[src/rtl/serial_add_ctrl_if.sv]
// Request/response bundle between a datapath and the bit-serial adder sequencer.
// Optional macro SERIAL_ADD_SUB_EN adds the 'sub' request bit.
interface serial_add_ctrl_if #(
    parameter int WIDTH = 8
);
    logic             start;
    logic [WIDTH-1:0] a_in;
    logic [WIDTH-1:0] b_in;
    logic             cin;
`ifdef SERIAL_ADD_SUB_EN
    logic             sub;
`endif
    logic             busy;
    logic             done;
    logic [WIDTH-1:0] result;
    logic             cout;

    // Requesting datapath side
    modport master (
        output start, a_in, b_in, cin,
`ifdef SERIAL_ADD_SUB_EN
        output sub,
`endif
        input  busy, done, result, cout
    );

    // Sequencer side
    modport slave (
        input  start, a_in, b_in, cin,
`ifdef SERIAL_ADD_SUB_EN
        input  sub,
`endif
        output busy, done, result, cout
    );
endinterface

[src/rtl/serial_add_ctrl.sv]
// Bit-serial adder sequencer: one shared full adder, one operand bit pair per clock,
// LSB first. Result and carry-out are held until the next accepted start.
// Optional macro SERIAL_ADD_SUB_EN: a 'sub' request bit turns the op into a - b
// (B inverted, carry-in forced to 1; cout==1 means no borrow).
module serial_add_ctrl #(
    parameter int WIDTH = 8,
    parameter int CNT_W = 6
) (
    input  logic                 clk,
    input  logic                 rst_n,
    serial_add_ctrl_if.slave     bus
);
    typedef enum logic [1:0] {
        IDLE = 2'd0,
        RUN  = 2'd1,
        DONE = 2'd2
    } state_t;

    state_t           state_reg, state_next;
    logic [WIDTH-1:0] a_sr_reg, a_sr_next;
    logic [WIDTH-1:0] b_sr_reg, b_sr_next;
    logic [WIDTH-1:0] result_reg, result_next;
    logic [CNT_W-1:0] count_reg, count_next;
    logic             carry_reg, carry_next;
    logic             cout_reg, cout_next;
    logic             busy_reg, busy_next;
    logic             done_reg, done_next;

    logic             fa_a, fa_b, fa_sum, fa_carry;
    logic [WIDTH-1:0] result_shift;
    logic [WIDTH-1:0] b_load;
    logic             c_load;

    // The single shared full adder, fed from the shift-register LSBs and stored carry
    assign fa_a     = a_sr_reg[0];
    assign fa_b     = b_sr_reg[0];
    assign fa_sum   = fa_a ^ fa_b ^ carry_reg;
    assign fa_carry = (fa_a & fa_b) | (carry_reg & (fa_a ^ fa_b));

    // Sum bits enter at the MSB, so after WIDTH shifts bit 0 sits at the LSB
    generate
        for (genvar gi = 0; gi < WIDTH - 1; gi++) begin : g_res_shift
            assign result_shift[gi] = result_reg[gi + 1];
        end
    endgenerate
    assign result_shift[WIDTH-1] = fa_sum;

    // Operand conditioning at load time: subtraction is a + ~b + 1
`ifdef SERIAL_ADD_SUB_EN
    assign b_load = bus.sub ? ~bus.b_in : bus.b_in;
    assign c_load = bus.sub | bus.cin;
`else
    assign b_load = bus.b_in;
    assign c_load = bus.cin;
`endif

    // Next-state and datapath update; DONE accepts a start exactly like IDLE
    always_comb begin
        state_next  = state_reg;
        a_sr_next   = a_sr_reg;
        b_sr_next   = b_sr_reg;
        result_next = result_reg;
        count_next  = count_reg;
        carry_next  = carry_reg;
        cout_next   = cout_reg;
        busy_next   = 1'b0;
        done_next   = 1'b0;

        case (state_reg)
            IDLE, DONE: begin
                if (bus.start) begin
                    a_sr_next  = bus.a_in;
                    b_sr_next  = b_load;
                    carry_next = c_load;
                    count_next = '0;
                    state_next = RUN;
                end else begin
                    state_next = IDLE;
                end
            end
            RUN: begin
                a_sr_next   = a_sr_reg >> 1;
                b_sr_next   = b_sr_reg >> 1;
                carry_next  = fa_carry;
                result_next = result_shift;
                count_next  = count_reg + CNT_W'(1);
                if (count_reg == CNT_W'(WIDTH - 1)) begin
                    cout_next  = fa_carry;
                    state_next = DONE;
                end else begin
                    state_next = RUN;
                end
            end
            default: begin
                state_next = IDLE;
            end
        endcase

        busy_next = (state_next == RUN);
        done_next = (state_next == DONE);
    end

    // State and datapath registers; reset aborts any op in flight
    always_ff @(posedge clk) begin
        if (!rst_n) begin
            state_reg  <= IDLE;
            a_sr_reg   <= '0;
            b_sr_reg   <= '0;
            result_reg <= '0;
            count_reg  <= '0;
            carry_reg  <= 1'b0;
            cout_reg   <= 1'b0;
            busy_reg   <= 1'b0;
            done_reg   <= 1'b0;
        end else begin
            state_reg  <= state_next;
            a_sr_reg   <= a_sr_next;
            b_sr_reg   <= b_sr_next;
            result_reg <= result_next;
            count_reg  <= count_next;
            carry_reg  <= carry_next;
            cout_reg   <= cout_next;
            busy_reg   <= busy_next;
            done_reg   <= done_next;
        end
    end

    assign bus.busy   = busy_reg;
    assign bus.done   = done_reg;
    assign bus.result = result_reg;
    assign bus.cout   = cout_reg;
endmodule

[src/flat_wrapper.sv]
// flat-port wrapper written by rule: the top's interface ports become plain ports
module serial_add_ctrl_flat 
#(
    parameter int WIDTH = 8,
    parameter int CNT_W = 6
)
  (clk, rst_n, bus_start, bus_a_in, bus_b_in, bus_cin, bus_busy, bus_done, bus_result, bus_cout);
  serial_add_ctrl_if #(.WIDTH(WIDTH)) bus_i ();
  input  logic clk;
  input  logic rst_n;
  input wire logic [$bits(bus_i.start)-1:0] bus_start;
  input wire logic [$bits(bus_i.a_in)-1:0] bus_a_in;
  input wire logic [$bits(bus_i.b_in)-1:0] bus_b_in;
  input wire logic [$bits(bus_i.cin)-1:0] bus_cin;
  output wire logic [$bits(bus_i.busy)-1:0] bus_busy;
  output wire logic [$bits(bus_i.done)-1:0] bus_done;
  output wire logic [$bits(bus_i.result)-1:0] bus_result;
  output wire logic [$bits(bus_i.cout)-1:0] bus_cout;
  assign bus_i.start = bus_start;
  assign bus_i.a_in = bus_a_in;
  assign bus_i.b_in = bus_b_in;
  assign bus_i.cin = bus_cin;
  assign bus_busy = bus_i.busy;
  assign bus_done = bus_i.done;
  assign bus_result = bus_i.result;
  assign bus_cout = bus_i.cout;
  serial_add_ctrl #(.WIDTH(WIDTH), .CNT_W(CNT_W)) u_core (.clk(clk), .rst_n(rst_n), .bus(bus_i));
endmodule
[config.mk]
export PLATFORM = sky130hd
export DESIGN_NAME = serial_add_ctrl_flat
export DESIGN_NICKNAME = d
export VERILOG_FILES = /design/src/rtl/serial_add_ctrl_if.sv /design/src/rtl/serial_add_ctrl.sv /design/src/flat_wrapper.sv
export SDC_FILE = /design/constraint.sdc
export NUM_CORES = 1
export LEC_CHECK = 0
export CELL_PAD_IN_SITES_DETAIL_PLACEMENT = 0
export CELL_PAD_IN_SITES_GLOBAL_PLACEMENT = 1
export CORE_MARGIN = 2
export CORE_UTILIZATION = 29
export DETAILED_ROUTE_END_ITERATION = 10
export DONT_BUFFER_PORTS = 1
export PLACE_DENSITY = 0.59
export SYNTH_ARGS = -nofsm -noshare
export SYNTH_HDL_FRONTEND = slang
export SYNTH_SLANG_ARGS = --single-unit
[constraint.sdc]
create_clock -name clk -period 2 [get_ports clk]
set_input_delay 0.4 -clock clk [delete_from_list [all_inputs] [get_ports clk]]
set_output_delay 0.4 -clock clk [all_outputs]
set_load 0.05 [all_outputs]
==> metrics.yaml, run 1 <==
pwr:
  power_density_mw_per_mm2: 930
  ir_worst_vdd_mv: 0.336
  total_power_mw: 1.55
  leakagePower_nw: 0.567
setup_path:
  critPathArrivalTime_ns: 1.65
  path_class: "register to register"
  cp-start-kind: "register"
  required_ns: 2.21
  cp_max_fo: 13
  cp-end-kind: "register"
yosys:
  yosysTopAreaCell: "dfxtp_1"
  syn_nets: 189
  ys_ff_latch: 36
  avgSynthCellArea_um2: 8.83
  yosysTopAreaCellShare_pct: 48.9
  synth_area_leaders: "dfxtp_1 49%, a21oi_1 11%, nand3_1 8.5%, a22oi_1 7.6%, nand2_1 5.6%"
  synth_cells: 167
  ys.warnings.count: 0
  netlist_area_mm2: 0.00148
  synthDistinctLibCells: 26
  ys_seq_area_share_pct: 48.9
layout:
  fin_nets: 191
  final_cell_mix: "36 x dfxtp_1, 31 x a21oi_1, 25 x nand3_1"
  synthToLayoutAreaGrowth_pct: 12.7
  n_antenna_cell: 0
  finalNonFillerCells: 237
  drive_above_1_share_pct: 12.9
  final_cell_area_mm2: 0.00166
  nFillCells: 532
  final_common_cell: "dfxtp_1"
sta:
  rsz0062_at_grt: "false"
  slew_headroom_pct: 62.8
  hold_violations: 0
  setup-violations-final: 0
  drv_slew: 0
  tightest_slew_ns: 0.557
  period_minus_slack_ns: 1.44
  finClkSkew_ns: 0.0109
  fin_crit_sh_pct: 72.2
  fmax_mhz: 693
  timing.setup.tns_ns: 0
die:
  fp.dieH_um: 75.3
  io_pins: 31
  dieArea_mm2: 0.00567
  die-width_um: 75.3
  start_util_pct: 30.6
  rows: 25
  coreArea_mm2: 0.00482
global_routing:
  grt_pass1_wl_um: 5220
  grt_pass1_vias: 1148
  gr-total-overflow: 0
  antenna_found_initial: 0
  grt.total_usage_pct: 12.4
  grt_max_degree: 25
clock_network:
  cts.sinks: 36
  cts-root-buf: "clkbuf_8"
  worstSkewPairLatency_ns: 0.29
  cts_tree: "yes"
  cts_buffer_depth: 2
  numCtsBuffers: 5
  cts_hold_buf: 0
  cts_setup_buffers: 0
  clkTransAtPathRegs_ns: 0.08
  h-tree-depth: 2
  cts_resized: 0
run:
  maxCapViolCount: 0
route:
  route.detailed.drc: 0
  first_pass_iters: 4
  wire_per_inst_um: 14.1
  dr_total_vias: 1210
  drt_iter0_drc: 48
  vias_per_cell: 5.11
  antenna_left: 0
  drt-total-wl_um: 3350
placed_design:
  dp_hpwl_um: 2410
  placed_area_mm2: 0.00155
  place_inst: 229
  port_buffers: 0
  gp_congestion: 0.752
min_path:
  min_path_type: "input port to register"
outcome:
  outcome: "completed"
[cell usage after synthesis]
cell,instances
mux2_4,1
ha_1,1
fa_1,1
buf_2,9
a31oi_1,1
o211ai_1,1
clkbuf_1,3
clkinv_1,1
and2b_1,1
nand2b_1,4
dfxtp_1,36
or3_1,2
nand3_1,25
nor3_2,1
a22oi_1,15
and4_1,1
a21oi_1,31
nand2_1,22
o21ai_0,1
a211oi_2,1
buf_4,2
or3_4,1
mux2i_1,2
nor2b_1,1
nor4_1,2
buf_6,1
[per-layer routing]
metal	track usage, %	vias up	wire, um
li1	-	605	-
met1	14.9	570	1420
met2	20.3	30	1660
met3	4.37	5	235
met4	5.26	0	40
met5	0	-	0
[worst max-delay path, stage by stage (launching register included)]
cell	delay [ns]
dfxtp_1	0.31
nand2b_1	0.37
buf_4	0.30
nor3_2	0.20
mux2i_1	0.19
[per-stage QoR]
| step | util, % | hold slack [ns] | setup WS [ns] |
|---|---|---|---|
| 3_5_place_dp | 32.2 | 0.464 | 0.561 |
| 3_3_place_gp | 32.2 | 0.458 | 0.617 |
| 2_1_floorplan | - | 0.448 | 0.825 |
| 6_report | 34.5 | 0.244 | 0.557 |
| 4_1_cts | 34.5 | 0.234 | 0.537 |
| 5_1_grt | 34.5 | 0.243 | 0.429 |
[report_power, final]
| part | switching [mW] | internal, mW |
|---|---|---|
| clock network | 0.253 | 0.369 |
| registers | 0.0330 | 0.748 |
| logic | 0.0898 | 0.0539 |
[logic make-up after synthesis]
kind of cell | Yosys count | share of synthesized area [%]
AO/OA/AOI/OAI | 50 | 20.3
adder cells (fa/ha/maj) | 2 | 2.21
buffers and inverters | 16 | 5.85
flip-flops | 36 | 48.9
multiplexers | 3 | 2.37
AND/OR/NAND/NOR | 60 | 20.4
[final cells by class]
| type | instances | area [um^2] | area share (%) |
|---|---|---|---|
| clock buffer | 5 | 68.8 | 4.14 |
| clock inverter | 3 | 42.5 | 2.56 |
| inverter | 1 | 3.75 | 0.226 |
| multi-input combinational | 115 | 668 | 40.2 |
| sequential | 36 | 721 | 43.3 |
| tap | 67 | 83.8 | 5.04 |
| timing repair buffer | 10 | 75.1 | 4.51 |
[final timing paths]
kind | to | depth (start not counted) | startpoint | slack, ns
worst max-delay path | u_core.bus.cout | 4 | u_core.state_reg[1] | 0.56
worst min-delay path | u_core.b_sr_reg[7] | 2 | bus_b_in[7] | 0.24
worst max register to register | u_core.bus.cout | 4 | u_core.state_reg[1] | 0.56
worst min register to register | u_core.a_sr_reg[3] | 2 | u_core.a_sr_reg[3] | 0.47
No activity file was read; power rests on OpenSTA's default activity.
==> inputs of run 2 (changes only) <==
PLACE_DENSITY = 0.61   (was 0.59)
clock period = 1.3 ns   (was 2 ns; I/O delays follow)
==> run 2 against run 1 <==
- clock-buffer cell count grew 2
- combinational power grew 78%
- total power increased by 47%
==> metrics.yaml, run 2 (synthesis results as in run 1) <==
setup_path:
  critPathArrivalTime_ns: 1.41  # was 1.65 ns
  cp_slowest_stage_delay_ns: 0.50  # was 0.37 ns
  r2r_slack_ns: 0.07  # was 0.56 ns
  path_class: "register to register"  # unchanged
  r2r_cells: 3  # was 4
  cp-end-kind: "register"  # unchanged
  r2r-end: "u_core.carry_reg"  # was u_core.bus.cout
  cp-start-kind: "register"  # unchanged
  cp_max_fo: 2  # was 13
  required_ns: 1.48  # was 2.21 ns
  r2r-start: "u_core.carry_reg"  # was u_core.state_reg[1]
  cp_slowest_cell: "fa_1"  # was nand2b_1
  cpLargestDelayFamily: "adder cells"  # was simple AND/OR/NAND/NOR gates
  worstPathCellList: "fa_1, a22oi_1, a21oi_1"  # was nand2b_1, buf_4, nor3_2, mux2i_1
  crit_buf_inv: 0  # was 1
pwr:
  pwr-share-comb_pct: 11.2  # was 9.3%
  leakagePower_nw: 0.596  # was 0.567 nW
  pwr-share-seq_pct: 52.2  # was 50.5%
  clockPowerShare_pct: 36.6  # was 40.2%
  power.internal_mw: 1.68  # was 1.17 mW
  swShare_pct: 26.2  # was 24.3%
  ir_worst_vdd_mv: 0.574  # was 0.336 mV
  p_sw_mw: 0.598  # was 0.376 mW
  power_density_mw_per_mm2: 1330  # was 930 mW/mm^2
clock_network:
  cts-root-buf: "clkbuf_8"  # unchanged
  numCtsBuffers: 5  # unchanged
  cts_buffer_depth: 2  # unchanged
  cts_tree: "yes"  # unchanged
  cts_hold_buf: 0  # unchanged
  h-tree-depth: 2  # unchanged
  worstSkewPairLatency_ns: 0.29  # about the same
  cts.sinks: 36  # unchanged
  clkTransAtPathRegs_ns: 0.08  # about the same
placed_design:
  dp_hpwl_um: 2400  # was 2410 um
  place_inst: 235  # was 229
  gp_congestion: 0.751  # was 0.752
  placed_area_mm2: 0.00162  # was 0.00155 mm^2
  port_buffers: 0  # unchanged
global_routing:
  grt.total_usage_pct: 13.3  # was 12.4%
  grt_pass1_wl_um: 5520  # was 5220 um
  antenna_found_initial: 0  # unchanged
  grt_max_degree: 24  # was 25
  gr-total-overflow: 0  # unchanged
  grt_pass1_vias: 1218  # was 1,148
layout:
  synthToLayoutAreaGrowth_pct: 16.5  # was 12.7%
  final_cell_area_mm2: 0.00172  # was 0.00166 mm^2
  utilization_pct: 35.7  # was 34.5%
  n_antenna_cell: 0  # unchanged
  fin_nets: 197  # was 191
  drive_above_1_share_pct: 16.5  # was 12.9%
  final_cell_mix: "35 x dfxtp_1, 31 x a21oi_1, 25 x nand3_1"  # was 36 x dfxtp_1, 31 x a21oi_1, 25 x nand3_1
  finalNonFillerCells: 243  # was 237
  final_common_cell: "dfxtp_1"  # unchanged
die:
  start_util_pct: 30.6  # unchanged
  io_pins: 31  # unchanged
  coreArea_mm2: 0.00482  # unchanged
  dieArea_mm2: 0.00567  # unchanged
  die-width_um: 75.3  # unchanged
  fp.dieH_um: 75.3  # unchanged
  rows: 25  # unchanged
min_path:
  hold_path_depth: 2  # unchanged
  min_from: "bus_b_in[7]"  # unchanged
  min_path_type: "input port to register"  # unchanged
  whs_endpoint: "u_core.b_sr_reg[7]"  # unchanged
route:
  dr_total_vias: 1258  # was 1,210
  first_pass_iters: 4  # unchanged
  route.detailed.drc: 0  # unchanged
  drt_iter0_drc: 39  # was 48
  drt-total-wl_um: 3490  # was 3350 um
  wire_per_inst_um: 14.4  # was 14.1 um
  vias_per_cell: 5.18  # was 5.11
  antenna_left: 0  # unchanged
outcome:
  outcome: "completed"  # unchanged
sta:
  tightest_slew_ns: 0.537  # was 0.557 ns
  hold_violations: 0  # unchanged
  rsz0062_at_grt: "false"  # unchanged
  finClkSkew_ns: 0.00949  # was 0.0109 ns
  timing.setup.tns_ns: 0  # unchanged
  fmax_mhz: 816  # was 693 MHz
  setup-violations-final: 0  # unchanged
  slew_headroom_pct: 64.1  # was 62.8%
  drv_slew: 0  # unchanged
  fin_crit_sh_pct: 94.3  # was 72.2%
  period_minus_slack_ns: 1.23  # was 1.44 ns
run:
  maxCapViolCount: 0  # unchanged
-- run 2: worst max path at each step --
stage / start / to / slack, ns / depth (start not counted)
2_1_floorplan: u_core.count_reg[0] / u_core.count_reg[4] / 0.17 / 4
3_3_place_gp: u_core.count_reg[3] / u_core.state_reg[0] / 0.12 / 3
3_5_place_dp: u_core.count_reg[1] / u_core.count_reg[4] / 0.06 / 4
4_1_cts: u_core.carry_reg / u_core.carry_reg / 0.07 / 3
5_1_grt: u_core.state_reg[0] / u_core.bus.cout / 0.005 / 4
6_report: u_core.carry_reg / u_core.carry_reg / 0.07 / 3
-- run 2: cell type report --
class,instances,area [um^2]
well taps,67,83.8
inverters,1,3.75
clock buffers,7,86.3
multi-input cells,115,671
clock inverters,1,7.51
repair buffers,16,145
fillers,518,3100
flip-flops and latches,36,722
-- run 2: power groups by stage --
| stage | combinational [mW] | clock [mW] | sequential (mW) |
|---|---|---|---|
| detailed placement | 0.256 | 0 | 1.22 |
| global placement | 0.247 | 0 | 1.21 |
| floorplan | 0.175 | 0 | 1.22 |
| global route | 0.285 | 0.903 | 1.20 |
| CTS | 0.257 | 0.859 | 1.19 |
| finish | 0.256 | 0.834 | 1.19 |
-- run 2: metal layers --
layer | up-vias | track usage, % | part of all wire [%]
li1 | 612 | - | -
met1 | 603 | 14.7 | 43
met2 | 36 | 21.2 | 48
met3 | 7 | 6.61 | 6.3
met4 | 0 | 6.63 | 2.2
met5 | - | 0 | 0
-- run 2: stage by stage --
stage / total power, mW / hold slack [ns] / worst slack (ns)
2_1_floorplan: 1.39 / 0.396 / 0.169
3_3_place_gp: 1.46 / 0.403 / 0.117
3_5_place_dp: 1.47 / 0.413 / 0.0645
4_1_cts: 2.31 / 0.101 / 0.0746
5_1_grt: 2.38 / 0.104 / 0.00498
6_report: 2.28 / 0.108 / 0.0746
-- run 2: what timing repair did --
item | in CTS | in global routing
setup endpoints to repair | 0 | 3
hold endpoints to repair | 0 | 0
gates resized for setup | 0 | 2
buffers inserted | 0 | 0
==> inputs of run 3 (changes only) <==
CORE_MARGIN = default   (was 2)
SETUP_SLACK_MARGIN = 0.3   (was default)
==> run 3 against run 2 <==
- combinational power rose by 58%
- sequential power barely moved
- fmax rose by 4.8%
- worst hold slack improved by 0.0029 ns
- non-clock buffer count rose by 13
- highest routed layer unchanged
==> metrics.yaml, run 3 (synthesis results as in run 1) <==
global_routing:
  grt_pass1_vias: 1244  # was 1,218
  grt.total_usage_pct: 14.6  # was 13.3%
  grt_pass1_wl_um: 5800  # was 5520 um
  grt_max_degree: 22  # was 24
  antenna_found_initial: 0  # unchanged
  gr-total-overflow: 0  # unchanged
sta:
  fmax_mhz: 856  # was 816 MHz
  setup_ws_ns: 0.131  # was 0.0746 ns
  period_minus_slack_ns: 1.17  # was 1.23 ns
  drv_slew: 0  # unchanged
  timing.setup.tns_ns: 0  # unchanged
  rsz0062_at_grt: "true"  # was false
  tightest_slew_ns: 0.292  # was 0.537 ns
  slew_headroom_pct: 80.6  # was 64.1%
  finClkSkew_ns: 0.00536  # was 0.00949 ns
  hold_violations: 0  # unchanged
  fin_crit_sh_pct: 89.9  # was 94.3%
  setup-violations-final: 0  # unchanged
setup_path:
  path_class: "register to register"  # unchanged
  crit_start: "u_core.count_reg[5]"  # was u_core.carry_reg
  worstPathCellList: "or3_4, nor3_4, mux2i_1"  # was fa_1, a22oi_1, a21oi_1
  r2r_cells: 3  # unchanged
  critPathArrivalTime_ns: 1.38  # was 1.41 ns
  path_depth: 3  # unchanged
  r2r-start: "u_core.count_reg[5]"  # was u_core.carry_reg
  cp-start-kind: "register"  # unchanged
  cp_slowest_cell: "or3_4"  # was fa_1
  cp_slowest_stage_delay_ns: 0.45  # was 0.50 ns
  r2r-end: "u_core.bus.cout"  # was u_core.carry_reg
  cp-end-kind: "register"  # unchanged
  crit_buf_inv: 0  # unchanged
  cp_max_fo: 4  # was 2
  cp-endpoint: "u_core.bus.cout"  # was u_core.carry_reg
  cpLargestDelayFamily: "simple AND/OR/NAND/NOR gates"  # was adder cells
  required_ns: 1.52  # was 1.48 ns
  r2r_slack_ns: 0.13  # was 0.07 ns
pwr:
  clockPowerShare_pct: 40.4  # was 36.6%
  power_density_mw_per_mm2: 1220  # was 1330 mW/mm^2
  ir_worst_vdd_mv: 0.725  # was 0.574 mV
  p_sw_mw: 0.660  # was 0.598 mW
  pwr-share-comb_pct: 15.1  # was 11.2%
  pwr-share-seq_pct: 44.5  # was 52.2%
  swShare_pct: 24.6  # was 26.2%
  total_power_mw: 2.69  # was 2.28 mW
  power.internal_mw: 2.03  # was 1.68 mW
  leakagePower_nw: 0.771  # was 0.596 nW
clock_network:
  cts.sinks: 36  # unchanged
  worstSkewPairLatency_ns: 0.29  # about the same
  numCtsBuffers: 5  # unchanged
  h-tree-depth: 2  # unchanged
  cts_tree: "yes"  # unchanged
  clkTransAtPathRegs_ns: 0.07  # was 0.08 ns
  cts_hold_buf: 0  # unchanged
  cts_buffer_depth: 2  # unchanged
  cts-root-buf: "clkbuf_8"  # unchanged
route:
  drt-total-wl_um: 3870  # was 3490 um
  vias_per_cell: 5.13  # was 5.18
  dr_total_vias: 1313  # was 1,258
  met1_length_um: 1660  # was 1520 um
  route.detailed.drc: 0  # unchanged
  top_layer_used: "met4"  # unchanged
  wl_met2_um: 1900  # was 1670 um
  met3WireLength_um: 195  # was 220 um
  wire_per_inst_um: 15.1  # was 14.4 um
  first_pass_iters: 4  # unchanged
  antenna_left: 0  # unchanged
  drt_iter0_drc: 39  # unchanged
outcome:
  outcome: "completed"  # unchanged
die:
  io_pins: 31  # unchanged
  rows: 25  # unchanged
  coreArea_mm2: 0.00482  # unchanged
  start_util_pct: 30.6  # unchanged
  fp.dieH_um: 73.3  # was 75.3 um
  die-width_um: 73.3  # was 75.3 um
  dieArea_mm2: 0.00538  # was 0.00567 mm^2
placed_design:
  port_buffers: 0  # unchanged
  post-place-ws_ns: 0.0992  # was 0.0645 ns
  gp_congestion: 0.772  # was 0.751
  place_inst: 233  # was 235
  dp_hpwl_um: 2270  # was 2400 um
layout:
  n_antenna_cell: 0  # unchanged
  nFillCells: 469  # was 518
  final_cell_mix: "28 x a21oi_1, 24 x nand3_1, 20 x nand2_1"  # was 35 x dfxtp_1, 31 x a21oi_1, 25 x nand3_1
  synthToLayoutAreaGrowth_pct: 49.9  # was 16.5%
  final_common_cell: "a21oi_1"  # was dfxtp_1
  finalNonFillerCells: 256  # was 243
  fin_nets: 210  # was 197
  drive_above_1_share_pct: 47.1  # was 16.5%
run:
  maxCapViolCount: 0  # unchanged
min_path:
  min_path_type: "input port to register"  # unchanged
## run 3: repair_timing
action,CTS,global route
buffers inserted,6,5
cloned,2,2
pin swaps,23,5
gates resized for setup,49,26
endpoints found under the setup margin,42,47
## run 3: final cells by class
class | instances | area [um^2] | share of cell area [%]
Tap cell | 67 | 83.8 | 3.79
Multi-Input combinational cell | 115 | 836 | 37.8
Clock buffer | 7 | 96.3 | 4.36
Timing Repair Buffer | 29 | 400 | 18.1
Clock inverter | 1 | 30.0 | 1.36
Sequential cell | 36 | 761 | 34.4
Inverter | 1 | 3.75 | 0.170
## run 3: metal layers
metal / vias to the layer above / global-route usage (%)
met5: - / 0
met4: 0 / 9.62
met3: 11 / 4.25
met2: 40 / 22.8
met1: 622 / 17.4
li1: 640 / -
## run 3: worst min path at each step
stage	from	to	slack (ns)	cells past startpoint
after floorplan	bus_a_in[7]	u_core.a_sr_reg[7]	0.40	2
after global placement	bus_b_in[7]	u_core.b_sr_reg[7]	0.40	2
after detailed placement	bus_a_in[7]	u_core.a_sr_reg[7]	0.41	2
after CTS	bus_a_in[7]	u_core.a_sr_reg[7]	0.10	2
after global routing	rst_n	u_core.bus.cout	0.11	2
final	rst_n	u_core.bus.cout	0.11	2
## run 3: power by group through the flow
stage	Combinational (mW)	Clock, mW	Sequential (mW)
2_1_floorplan	0.202	0	1.22
3_3_place_gp	0.248	0	1.22
3_5_place_dp	0.254	0	1.22
4_1_cts	0.315	1.10	1.20
5_1_grt	0.434	1.16	1.20
6_report	0.405	1.09	1.19
## run 3: stage by stage
stage	hold slack, ns	cell area, um^2	util (%)
after global placement	0.401	1640	34.0
after detailed placement	0.412	1640	34.0
final	0.111	2210	45.9
after floorplan	0.396	1540	-
after global routing	0.107	2210	45.9
after CTS	0.104	2010	41.7
